$ cat src/rtl/msk_aes_stream_host_if.sv
// Stream-fabric and masked-AES-core signal bundle for msk_aes_stream_host.
// master = the host block, slave = the surrounding fabric/core/testbench.
interface msk_aes_stream_host_if #(
  parameter int d = 2
) ();
  logic [31:0]        s_data;
  logic               s_valid;
  logic               s_ready;
  logic [31:0]        m_data;
  logic               m_valid;
  logic               m_last;
  logic               m_ready;
  logic               core_valid_in;
  logic               core_in_ready;
  logic               core_inverse;
  logic               core_key_schedule_only;
  logic [128*d-1:0]   core_sh_plaintext;
  logic [128*d-1:0]   core_sh_key;
  logic               core_cipher_valid;
  logic               core_out_ready;
  logic [128*d-1:0]   core_sh_ciphertext;
  logic               busy;

  modport master (
    input  s_data, s_valid, m_ready, core_in_ready, core_cipher_valid, core_sh_ciphertext,
    output s_ready, m_data, m_valid, m_last, core_valid_in, core_inverse,
           core_key_schedule_only, core_sh_plaintext, core_sh_key, core_out_ready, busy
  );

  modport slave (
    output s_data, s_valid, m_ready, core_in_ready, core_cipher_valid, core_sh_ciphertext,
    input  s_ready, m_data, m_valid, m_last, core_valid_in, core_inverse,
           core_key_schedule_only, core_sh_plaintext, core_sh_key, core_out_ready, busy
  );
endinterface

$ cat src/rtl/msk_aes_stream_host.sv
// Assembles header + shared plaintext/key from a 32-bit stream, runs one masked-AES op, streams ciphertext shares back.
// Latency: core_valid_in one cycle after the last input word; each side stalls cleanly on its own valid/ready.
module msk_aes_stream_host #(
  parameter int d = 2
) (
  input  logic                   clk,
  input  logic                   rst_n,
  msk_aes_stream_host_if.master  bus_io
);

  localparam int W    = 128 * d;
  localparam int NW   = 4 * d;
  localparam int CW   = $clog2(8 * d + 1);
  localparam int OW   = $clog2(4 * d);
  localparam logic [CW-1:0] CNT_LAST  = CW'(8 * d);
  localparam logic [CW-1:0] CNT_PTEND = CW'(NW);
  localparam logic [OW-1:0] OCNT_LAST = OW'(NW - 1);

  typedef enum logic [1:0] {
    S_COLLECT = 2'd0,
    S_ISSUE   = 2'd1,
    S_WAIT    = 2'd2,
    S_DRAIN   = 2'd3
  } state_t;

  state_t          state_q, state_d;
  logic [CW-1:0]   cnt_q, cnt_d;
  logic [OW-1:0]   ocnt_q, ocnt_d;
  logic            inv_q, inv_d;
  logic            kso_q, kso_d;
  logic [W-1:0]    pt_q, pt_d;
  logic [W-1:0]    key_q, key_d;
  logic [W-1:0]    cbuf_q, cbuf_d;

  logic            s_ready;
  logic            m_valid;
  logic            m_last;
  logic [31:0]     m_data;
  logic            core_valid_in;
  logic            core_out_ready;
  logic            core_inverse;
  logic            core_kso;

  always_ff @(posedge clk or negedge rst_n) begin
    if (!rst_n) begin
      state_q <= S_COLLECT;
      cnt_q   <= '0;
      ocnt_q  <= '0;
      inv_q   <= 1'b0;
      kso_q   <= 1'b0;
      pt_q    <= '0;
      key_q   <= '0;
      cbuf_q  <= '0;
    end else begin
      state_q <= state_d;
      cnt_q   <= cnt_d;
      ocnt_q  <= ocnt_d;
      inv_q   <= inv_d;
      kso_q   <= kso_d;
      pt_q    <= pt_d;
      key_q   <= key_d;
      cbuf_q  <= cbuf_d;
    end
  end

  always_comb begin
    state_d        = state_q;
    cnt_d          = cnt_q;
    ocnt_d         = ocnt_q;
    inv_d          = inv_q;
    kso_d          = kso_q;
    pt_d           = pt_q;
    key_d          = key_q;
    cbuf_d         = cbuf_q;
    s_ready        = 1'b0;
    m_valid        = 1'b0;
    m_last         = 1'b0;
    m_data         = '0;
    core_valid_in  = 1'b0;
    core_out_ready = 1'b0;
    core_inverse   = 1'b0;
    core_kso       = 1'b0;

    unique case (state_q)
      S_COLLECT: begin
        // Gated by rst_n so every output reads 0 while reset is held.
        s_ready = rst_n;
        if (bus_io.s_valid) begin
          if (cnt_q == '0) begin
            inv_d = bus_io.s_data[0];
            kso_d = bus_io.s_data[1];
          end else if (cnt_q <= CNT_PTEND) begin
            pt_d[32*(int'(cnt_q) - 1) +: 32] = bus_io.s_data;
          end else begin
            key_d[32*(int'(cnt_q) - NW - 1) +: 32] = bus_io.s_data;
          end
          if (cnt_q == CNT_LAST) begin
            cnt_d   = '0;
            state_d = S_ISSUE;
          end else begin
            cnt_d = cnt_q + CW'(1);
          end
        end
      end

      S_ISSUE: begin
        core_valid_in = 1'b1;
        core_inverse  = inv_q;
        core_kso      = kso_q;
        // Core samples the shares on this edge, so they are wiped on the same edge and not before.
        if (bus_io.core_in_ready) begin
          pt_d    = '0;
          key_d   = '0;
          inv_d   = 1'b0;
          kso_d   = 1'b0;
          state_d = S_WAIT;
        end
      end

      S_WAIT: begin
        core_out_ready = 1'b1;
        if (bus_io.core_cipher_valid) begin
          cbuf_d  = bus_io.core_sh_ciphertext;
          state_d = S_DRAIN;
        end
      end

      S_DRAIN: begin
        m_valid = 1'b1;
        m_data  = cbuf_q[32*int'(ocnt_q) +: 32];
        m_last  = (ocnt_q == OCNT_LAST);
        if (bus_io.m_ready) begin
          if (ocnt_q == OCNT_LAST) begin
            cbuf_d  = '0;
            ocnt_d  = '0;
            state_d = S_COLLECT;
          end else begin
            ocnt_d = ocnt_q + OW'(1);
          end
        end
      end

      default: state_d = S_COLLECT;
    endcase
  end

  assign bus_io.s_ready                = s_ready;
  assign bus_io.m_valid                = m_valid;
  assign bus_io.m_last                 = m_last;
  assign bus_io.m_data                 = m_data;
  assign bus_io.core_valid_in          = core_valid_in;
  assign bus_io.core_out_ready         = core_out_ready;
  assign bus_io.core_inverse           = core_inverse;
  assign bus_io.core_key_schedule_only = core_kso;
  assign bus_io.core_sh_plaintext      = pt_q;
  assign bus_io.core_sh_key            = key_q;
  assign bus_io.busy                   = !((state_q == S_COLLECT) && (cnt_q == '0));

endmodule

$ cat src/flat_wrapper.sv
// flat-port wrapper written by rule: the top's interface ports become plain ports
module msk_aes_stream_host_flat 
#(
  parameter int d = 2
)
  (clk, rst_n, bus_io_s_data, bus_io_s_valid, bus_io_m_ready, bus_io_core_in_ready, bus_io_core_cipher_valid, bus_io_core_sh_ciphertext, bus_io_s_ready, bus_io_m_data, bus_io_m_valid, bus_io_m_last, bus_io_core_valid_in, bus_io_core_inverse, bus_io_core_key_schedule_only, bus_io_core_sh_plaintext, bus_io_core_sh_key, bus_io_core_out_ready, bus_io_busy);
  msk_aes_stream_host_if #(.d(d)) bus_io_i ();
  input  logic clk;
  input  logic rst_n;
  input wire logic [$bits(bus_io_i.s_data)-1:0] bus_io_s_data;
  input wire logic [$bits(bus_io_i.s_valid)-1:0] bus_io_s_valid;
  input wire logic [$bits(bus_io_i.m_ready)-1:0] bus_io_m_ready;
  input wire logic [$bits(bus_io_i.core_in_ready)-1:0] bus_io_core_in_ready;
  input wire logic [$bits(bus_io_i.core_cipher_valid)-1:0] bus_io_core_cipher_valid;
  input wire logic [$bits(bus_io_i.core_sh_ciphertext)-1:0] bus_io_core_sh_ciphertext;
  output wire logic [$bits(bus_io_i.s_ready)-1:0] bus_io_s_ready;
  output wire logic [$bits(bus_io_i.m_data)-1:0] bus_io_m_data;
  output wire logic [$bits(bus_io_i.m_valid)-1:0] bus_io_m_valid;
  output wire logic [$bits(bus_io_i.m_last)-1:0] bus_io_m_last;
  output wire logic [$bits(bus_io_i.core_valid_in)-1:0] bus_io_core_valid_in;
  output wire logic [$bits(bus_io_i.core_inverse)-1:0] bus_io_core_inverse;
  output wire logic [$bits(bus_io_i.core_key_schedule_only)-1:0] bus_io_core_key_schedule_only;
  output wire logic [$bits(bus_io_i.core_sh_plaintext)-1:0] bus_io_core_sh_plaintext;
  output wire logic [$bits(bus_io_i.core_sh_key)-1:0] bus_io_core_sh_key;
  output wire logic [$bits(bus_io_i.core_out_ready)-1:0] bus_io_core_out_ready;
  output wire logic [$bits(bus_io_i.busy)-1:0] bus_io_busy;
  assign bus_io_i.s_data = bus_io_s_data;
  assign bus_io_i.s_valid = bus_io_s_valid;
  assign bus_io_i.m_ready = bus_io_m_ready;
  assign bus_io_i.core_in_ready = bus_io_core_in_ready;
  assign bus_io_i.core_cipher_valid = bus_io_core_cipher_valid;
  assign bus_io_i.core_sh_ciphertext = bus_io_core_sh_ciphertext;
  assign bus_io_s_ready = bus_io_i.s_ready;
  assign bus_io_m_data = bus_io_i.m_data;
  assign bus_io_m_valid = bus_io_i.m_valid;
  assign bus_io_m_last = bus_io_i.m_last;
  assign bus_io_core_valid_in = bus_io_i.core_valid_in;
  assign bus_io_core_inverse = bus_io_i.core_inverse;
  assign bus_io_core_key_schedule_only = bus_io_i.core_key_schedule_only;
  assign bus_io_core_sh_plaintext = bus_io_i.core_sh_plaintext;
  assign bus_io_core_sh_key = bus_io_i.core_sh_key;
  assign bus_io_core_out_ready = bus_io_i.core_out_ready;
  assign bus_io_busy = bus_io_i.busy;
  msk_aes_stream_host #(.d(d)) u_core (.clk(clk), .rst_n(rst_n), .bus_io(bus_io_i));
endmodule
$ cat config.mk
export PLATFORM = sky130hd
export DESIGN_NAME = msk_aes_stream_host_flat
export DESIGN_NICKNAME = d
export VERILOG_FILES = /design/src/rtl/msk_aes_stream_host_if.sv /design/src/rtl/msk_aes_stream_host.sv /design/src/flat_wrapper.sv
export SDC_FILE = /design/constraint.sdc
export NUM_CORES = 1
export LEC_CHECK = 0
export CORE_AREA = 2 2 330 332
export DETAILED_ROUTE_END_ITERATION = 12
export DIE_AREA = 0 0 332 334
export GPL_TIMING_DRIVEN = 0
export HOLD_SLACK_MARGIN = 0.03
export PLACE_DENSITY = 0.54
export SLEW_MARGIN = 20
export SYNTH_ARGS = -nofsm -noshare
export SYNTH_HDL_FRONTEND = slang
export SYNTH_SLANG_ARGS = --single-unit
$ cat constraint.sdc
create_clock -name clk -period 5.3 [get_ports clk]
set_clock_uncertainty 0.05 [all_clocks]
set_input_delay 0.53 -clock clk [delete_from_list [all_inputs] [get_ports clk]]
set_output_delay 0.53 -clock clk [all_outputs]
set_load 0.01 [all_outputs]
==> Word level (Yosys, flattened, before mapping) <==
Cells that the tools add are included.
{ "word_totals": {"ff_bits": 780, "in_bits": 294, "out_inout_bits": 552, "word_cells": 88} }
{ "classes": {"add_sub_neg": 7, "magnitude_cmp": 1, "n_eq_ne": 15, "n_shift": 5, "n_mux": 39, "reduce_logical": 13} }
{ "op_table": {"columns": ["op", "n"], "rows": [
  ["$mux 256", 10],
  ["$pmux 256 s2", 3],
  ["$bwmux 256", 2],
  ["$shift 32x33->256 const A", 2],
  ["$shiftx 32x33->256", 2],
  ["$shiftx 256x9->32", 1],
  ["$neg 32->33", 2],
  ["$mux 32", 1],
  ["$sub 27x2->27 const B", 1],
  ["$mux 1", 12],
  ["$mux 2", 6],
  ["$ne 2x2->1 const B", 6],
  ["$reduce_and 5->1", 2],
  ["$ne 2x1->1 const B", 4],
  ["$pmux 2 s4", 1],
  ["$reduce_and 4->1", 2],
  ["$reduce_and 6->1", 1],
  ["$sub 5x1->6 const B", 1],
  ["$sub 5x4->6 const B", 1],
  ["$add 5x1->5 const B", 1],
  ["$eq 5x5->1 const B", 1],
  ["$le 5x4->1 const B", 1],
  ["$logic_not 5->1", 1],
  ["$mux 5", 1],
  ["11 further kinds", 15]
]} }

==> Longest topological paths before layout <==
Gate-level depths: netlist (run 1).
{ "logic_depth": {"depth_word": 9, "mapped_depth": 19, "mapped_depth_nobuf": 15} }

==> Worst setup path before layout (run 1) <==
Ideal clock, no wire load.
{ "synth_timing": {"path_kind": "reg2reg", "start": "reg u_core.cnt_q[0]", "end": "reg u_core.pt_q[108], in the netlist u_core.bus_io.core_sh_plaintext[108]", "setup_time_ns": 0.075, "arrival_time_ns": 4.311, "required_time_ns": 5.175, "path_slack_ns": 0.864, "stages_incl_launch_ff": 19, "path_buffers": 5, "period_less_slack_ns": 4.436, "path_cell_list": "dfrtp_1 -> buf_2 -> inv_1 -> ha_1 -> buf_4 -> nor2_1 -> nand3_1 -> a21oi_1 -> and2_1 -> nand2_1 -> ha_1 -> or4b_2 -> or4_1 -> or3_1 -> buf_2 -> or3_1 -> buf_2 -> buf_6 -> o2bb2ai_2"} }
{ "synth_via": {"elab_chain_len": 8, "elab_cells_between_ends": 14, "classes_between": "add/sub: 2; order compare: 1; eq/ne: 2; shift: 2; mux: 5; reduce/logical: 2"} }
{ "synth_lines": {"columns": ["item", "line", "rtl"], "rows": [
  ["start, declared", "msk_aes_stream_host.sv:27", "logic [CW-1:0] cnt_q, cnt_d;"],
  ["start signal, assigned", "msk_aes_stream_host.sv:56", "cnt_q <= cnt_d;"],
  ["$sub 5x1->6", "msk_aes_stream_host.sv:93", "pt_d[32*(int'(cnt_q) - 1) +: 32] = bus_io.s_data;"],
  ["$neg 32->33", "msk_aes_stream_host.sv:93", null],
  ["$shiftx 32x33->256 or $shift 32x33->256 (tied branches)", "msk_aes_stream_host.sv:93", null],
  ["$bwmux 256", "msk_aes_stream_host.sv:93", null],
  ["$mux 256", "msk_aes_stream_host.sv:92", "end else if (cnt_q <= CNT_PTEND) begin"],
  ["$mux 256", "msk_aes_stream_host.sv:89", "if (cnt_q == '0) begin"],
  ["$mux 256", "msk_aes_stream_host.sv:88", "if (bus_io.s_valid) begin"],
  ["$pmux 256 s2", "msk_aes_stream_host.sv:84", "unique case (state_q)"],
  ["end signal, assigned", "msk_aes_stream_host.sv:60", "pt_q <= pt_d;"],
  ["end, declared", "msk_aes_stream_host.sv:31", "logic [W-1:0] pt_q, pt_d;"]
]} }
Parallel ways exist; a longest one is shown, timed or not. The select of a mux whose other input is x is not followed.
A chain may end at the register's enable or synchronous reset.

==> Final worst setup path (run 1) <==
{ "layout_timing": {"start": "reg u_core.cnt_q[0]", "end": "reg u_core.pt_q[111], in the netlist u_core.bus_io.core_sh_plaintext[111]"} }
The elaborated chain is that of the path after synthesis.

==> qor.csv, run 1 <==
metric,value,unit
synth_seq_cells,780,
path_class,flip-flop to flip-flop,
clkSinkCount,780,
status,finished clean,
pwr-share-comb,43.7,%
post-route-min-period,5090,ps
drive_gt1_share,8.27,%
grt_start_max_net_pins,130,
p_switching,11.2,mW
portBuffers,845,
stdcell_count,5988,
netlist_area,35900,um^2
worstPathArrival,5590,ps
p_total,27.8,mW
rsz0062_at_grt,no,
vias,32300,
final_cell_mix,"clkdlybuf4s50_1 (844), dfrtp_1 (779), nand2_1 (621)",
drcViolationCount,0,
fin_crit_sh,96.0,%
cellPowerDensity,556,nW/um^2
cts_tree,yes,
start_kind,flip-flop,
hold_path.class,primary input to flip-flop,
wire_per_inst,27.4,um
grt_pass1_vias,31700,
initial_core_util,33.3,%
yosysUniqueCellTypes,73,
drt_iter0_markers,2861,
final_nets,4798,
syn_to_final_growth,39.5,%
synth_xor_area_share,0.192,%
place_inst,5790,
ff_latch_area,19500,um^2
synth_area_leaders,"dfrtp_1 (54%), o21ai_0 (7.2%), nand2_1 (6.5%)",
sw_frac_of_total,40.2,%
maxCapViolCount,0,
num-fill-cells,10200,
synth_ff_type,dfrtp_1,
peakVddDrop,0.347,mV
routed_via_density,5.39,
synth_compound_gate_area_share,13.4,%
synth.avg_cell_area,10.2,um^2
seq_area_frac_synth,54.4,%
clock_power_share,26.0,%
final_common_cell,clkdlybuf4s50_1,
crit_path_end_kind,flip-flop,
fp.coreArea,108000,um^2
slew_headroom,19.5,%
path_clk_slew,60,ps
yosysTopAreaCell,dfrtp_1,
yosysWarnings,0,
synthMuxAreaShare,7.80,%
grt_first_pass_wirelength,235000,um
fp.dieH,334,um
synth_top_family_by_area,simple AND/OR/NAND/NOR gates,
seqPwrFrac,30.4,%
yosys.area_share.simple,18.6,%
cts.path.max_buffers,3,
synth_top_cell_area_share,54.4,%
grt_util_all_layers,28.9,%
wirelength,164000,um
cts_buffers,91,
setup_viol,0,
rows,121,
gr-total-overflow,0,
finalSetupTns,0,ps
synth_edf_count,0,
ant_nets,0,
critPathMaxFanout,10,
synthAdderAreaFrac,0.927,%
dr.pass1.iters,8,
postSynth.asyncResetShare,100,%
final_util,46.5,%
hold_violations,0,
insertion_delay,670,ps
antenna_found_initial,19,
p_leak,21.8,nW
die_area,111000,um^2
synth_cells,3520,
cts-root-buf,clkbuf_16,
io-pin-count,846,
cts_max_level,3,
hpwl,123000,um
multiInputGateArea,14800,um^2
required,5800,ps
p_int,16.6,mW
synth_nets,3840,
slew_viol_final,0,
dieWidth,332,um
tightest_slew,1200,ps
gp_congestion,0.901,
clock.fmax,196,MHz
critical path: stages (launching register included):
cell,delay [ps]
dfrtp_2,440
buf_4,220
clkinvlp_4,140
ha_1,210
buf_4,180
nor2_1,110
nand3_1,100
a21oi_2,210
and2_2,210
nand2_1,60
ha_1,300
or4b_2,670
or4_4,560
or3_1,310
buf_2,200
nor2_1,130
o21ai_1,320
buf_4,410
o2bb2ai_2,140
worst paths after layout:
| path | cells after the start | to | from | slack [ps] |
|---|---|---|---|---|
| max | 18 | u_core.bus_io.core_sh_plaintext[111]$_DFFE_PN0P_ | u_core.cnt_q[0]$_DFFE_PN0P_ | 210 |
| min | 3 | u_core.cbuf_q[210]$_DFFE_PN0P_ | bus_io_core_sh_ciphertext[210] | 370 |
| max reg2reg | 18 | u_core.bus_io.core_sh_plaintext[111]$_DFFE_PN0P_ | u_core.cnt_q[0]$_DFFE_PN0P_ | 210 |
| min reg2reg | 2 | u_core.cbuf_q[225]$_DFFE_PN0P_ | u_core.cbuf_q[225]$_DFFE_PN0P_ | 430 |
| max in group asynchronous | 5 | u_core.bus_io.core_sh_key[109]$_DFFE_PN0P_ | rst_n | 2730 |
| min in group asynchronous | 2 | u_core.bus_io.core_sh_key[143]$_DFFE_PN0P_ | rst_n | 400 |
logic make-up (layout without fill, tap and decap cells):
family | Yosys count | after routing
simple gates | 1326 | 1326
flops | 780 | 780
compound gates | 766 | 766
buf+inv | 417 | 1453
mux | 198 | 198
fa+ha+maj | 26 | 26
xor+xnor | 7 | 7
other cells | 0 | 18
metal layers:
metal  wire, um  GRT usage [%]  vias up
li1           -              -    14300
met4       7110           11.8        0
met1      69600           39.2    16500
met2      74400           44.3     1291
met3      12700           7.00      262
met5          0              0        -
cell usage after synthesis, types with 3 or more instances:
cell type,instances
a211o_1,3
a211oi_1,3
a21oi_1,11
a22o_1,128
a22oi_1,4
and2_1,10
and3_1,44
and4_1,4
buf_1,14
buf_2,48
buf_4,15
buf_6,3
clkbuf_1,256
clkbuf_2,3
dfrtp_1,780
ha_1,25
inv_1,75
mux2_2,3
mux2i_1,130
mux4_2,64
nand2_1,621
nand2b_1,261
nand3_1,80
nand4_1,196
nand4b_1,3
nor2_1,20
nor2b_1,39
nor3_1,6
nor3_2,3
nor4_1,17
nor4b_1,3
o21ai_0,515
o21ai_1,12
o2bb2ai_1,12
o2bb2ai_2,20
o311ai_0,32
or3_1,5
or4b_2,3
xnor2_1,5
stage by stage:
step,instance area [um^2],worst slack (ps),hold WS [ps]
3_3_place_gp,46100,-34160,408
4_1_cts,50000,52.4,321
5_1_grt,50100,21.0,360
2_1_floorplan,35900,864,184
3_5_place_dp,46400,-576,416
6_report,50100,210,368
state kept, by name, indices dropped and copies added (netlist names):
signal and count:
u_core.bus_io.core_sh_key 256, u_core.bus_io.core_sh_plaintext 256, u_core.cbuf_q 256, u_core.cnt_q 5, u_core.ocnt_q 3, u_core.state_q 2, u_core.inv_q 1, u_core.kso_q 1
cell type report:
type	instances	area share (%)
diodes	18	0.0900
plain buffers	339	2.99
clock buffers	130	5.37
clock inverters	41	1.46
inverters	78	0.600
multi-input cells	2323	29.5
flip-flops and latches	780	39.0
well taps	1414	3.53
repair buffers	865	17.5
power groups by stage:
stage	combinational, mW	sequential, mW	clock, mW
global route	13.2	8.60	7.55
CTS	12.1	8.41	7.31
finish	12.2	8.45	7.23
floorplan	6.52	8.51	0
global placement	11.8	8.54	0
detailed placement	11.9	8.48	0
timing repair:
action,CTS,global route
hold endpoints to repair,102,0
cloned,1,0
setup endpoints to repair,194,408
pin swaps,2,0
setup buffers,6,1
hold buffers,1,0
resized for setup,36,10
Power figures use the tool's default switching activity.
==> inputs of run 2 (changes only) <==
--- a/config.mk
+++ b/config.mk
@@ -5,11 +5,12 @@
 export SDC_FILE = /design/constraint.sdc
 export NUM_CORES = 1
 export LEC_CHECK = 0
+export CAP_MARGIN = 20
 export CORE_AREA = 2 2 330 332
 export DETAILED_ROUTE_END_ITERATION = 12
 export DIE_AREA = 0 0 332 334
 export GPL_TIMING_DRIVEN = 0
-export HOLD_SLACK_MARGIN = 0.03
+export HOLD_SLACK_MARGIN = 0.08
 export PLACE_DENSITY = 0.54
 export SLEW_MARGIN = 20
 export SYNTH_ARGS = -nofsm -noshare
==> run 2 against run 1 <==
  * Sequential cell count is the same
  * Register-to-register slack gained 40 ps
  * Wire length is essentially flat
  * Non-clock buffer count rose by 2
  * Largest cell class unchanged
==> qor.csv, run 2 (synthesis results as in run 1) <==
metric,value,unit
status,finished clean,
final_common_cell,clkdlybuf4s50_1,
cts_max_level,3,
routed_via_density,5.37,
setup_viol,0,
fin_ws,254,ps
dieWidth,332,um
cts_tree,yes,
vias,32100,
maxCapViolCount,0,
dr.pass1.iters,5,
stdcell_count,5971,
drive_gt1_share,7.96,%
place_inst,5791,
hold_ws,371,ps
cts-root-buf,clkbuf_16,
gr-total-overflow,0,
antenna_found_initial,17,
fin_area,49600,um^2
cts_buffers,89,
worstPathArrival,5590,ps
slowest_stage,or4b_2,
r2r-start,u_core.cnt_q[0]$_DFFE_PN0P_,
post-route-min-period,5050,ps
drcViolationCount,0,
grt_pass1_vias,31600,
grt_start_max_net_pins,130,
rows,121,
clkSinkCount,780,
insertion_delay,670,ps
drt_iter0_markers,3023,
crit_path_end_kind,flip-flop,
slew_viol_final,0,
r2r_end,u_core.bus_io.core_sh_plaintext[67]$_DFFE_PN0P_,
cellPowerDensity,545,nW/um^2
rr_worst_depth,17,
final_util,46.0,%
path_clk_slew,60,ps
hold_path.class,primary input to flip-flop,
p_total,27.0,mW
fp.coreArea,108000,um^2
peakVddDrop,0.255,mV
rsz0062_at_grt,no,
fp.dieH,334,um
critPathMaxFanout,10,
portBuffers,845,
p_leak,21.6,nW
wirelength,164000,um
wire_per_inst,27.4,um
grt_util_all_layers,28.8,%
die_area,111000,um^2
clock.fmax,198,MHz
worstPathCellList,clkbuf_4 -> clkinvlp_4 -> ha_1 -> buf_4 -> nor2_1 -> nand3_1 -> a21oi_1 -> and2_1 -> nand2_1 -> ha_1 -> or4b_2 -> or4_4 -> or3_1 -> buf_2 -> nor3_4 -> buf_2 -> a22o_1,
io-pin-count,846,
final_cell_mix,"clkdlybuf4s50_1 (844), dfrtp_1 (779), nand2_1 (621)",
crit_end,u_core.bus_io.core_sh_plaintext[67]$_DFFE_PN0P_,
critPathLaunch,u_core.cnt_q[0]$_DFFE_PN0P_,
slowest_delay,680,ps
grt_first_pass_wirelength,233000,um
ant_nets,0,
finalSetupTns,0,ps
path_class,flip-flop to flip-flop,
slew_headroom,24.2,%
fin_crit_sh,95.2,%
start_kind,flip-flop,
final_nets,4798,
hold_violations,0,
place_ws,-475,ps
gp_congestion,0.901,
syn_to_final_growth,38.2,%
initial_core_util,33.3,%
tightest_slew,1140,ps
hpwl,123000,um
required,5850,ps
rrSetupSlack,250,ps
cts.path.max_buffers,3,
place_area,46400,um^2
==> run 2: changes by cell type in the layout (fill, tap and decap cells not counted), sizes merged <==
cell and change:
buf +2, bufinv -14, clkbuf +5, clkinv -3, clkinvlp +1, diode -8
==> run 2: area by class of cell <==
class                           count  area, um^2
Timing Repair Buffer              868        8770
Sequential cell                   780       19500
Tap cell                         1414        1770
Multi-Input combinational cell   2323       14800
Clock inverter                     25         320
Clock buffer                      135        2650
Fill cell                       10200       58200
Antenna cell                       10        25.0
Inverter                           78         300
Buffer                            338        1480
==> run 2: critical path: cells and delay by family, from the launching register on <==
family / cells / cell delay [ps]
buffers and inverters: 5 / 1120
flip-flops: 1 / 440
AND/OR/NAND/NOR: 8 / 2440
AO/OA/AOI/OAI: 2 / 420
adder cells (fa/ha/maj): 2 / 510
==> run 2: where the power goes <==
group | switching, mW | leakage, nW | internal, mW
registers | 0.930 | 10.4 | 7.52
logic | 7.52 | 9.78 | 4.66
clock network | 2.71 | 1.45 | 3.70
==> run 2: metal layers <==
layer  global-route usage [%]  vias to the layer above  share of wire [%]
li1                         -                    14300                  -
met1                     38.6                    16300                 42
met2                     44.0                     1283                 45
met3                     8.01                      267                8.3
met4                     11.8                        8                4.4
met5                        0                        -              0.026
==> run 2: worst min-delay path by stage <==
| stage | cells past startpoint | slack, ps | endpoint | from |
|---|---|---|---|---|
| after floorplan | 0 | 180 | u_core.bus_io.core_sh_key[0]$_DFFE_PN0P_ | rst_n |
| after global placement | 2 | 410 | u_core.cbuf_q[242]$_DFFE_PN0P_ | u_core.cbuf_q[242]$_DFFE_PN0P_ |
| after detailed placement | 2 | 420 | u_core.cbuf_q[225]$_DFFE_PN0P_ | u_core.cbuf_q[225]$_DFFE_PN0P_ |
| after CTS | 3 | 330 | u_core.cbuf_q[24]$_DFFE_PN0P_ | bus_io_core_sh_ciphertext[24] |
| after global routing | 3 | 350 | u_core.cbuf_q[201]$_DFFE_PN0P_ | bus_io_core_sh_ciphertext[201] |
| final | 3 | 370 | u_core.cbuf_q[11]$_DFFE_PN0P_ | bus_io_core_sh_ciphertext[11] |
==> run 2: repair_timing <==
item                                    in CTS  in global routing
endpoints found under the hold margin      102                  0
buffers inserted                             2                  5
hold buffers                                 1                  0
cloned                                       1                  0
endpoints found under the setup margin     194                411
pin swaps                                    1                  2
gates resized for setup                     27                 25
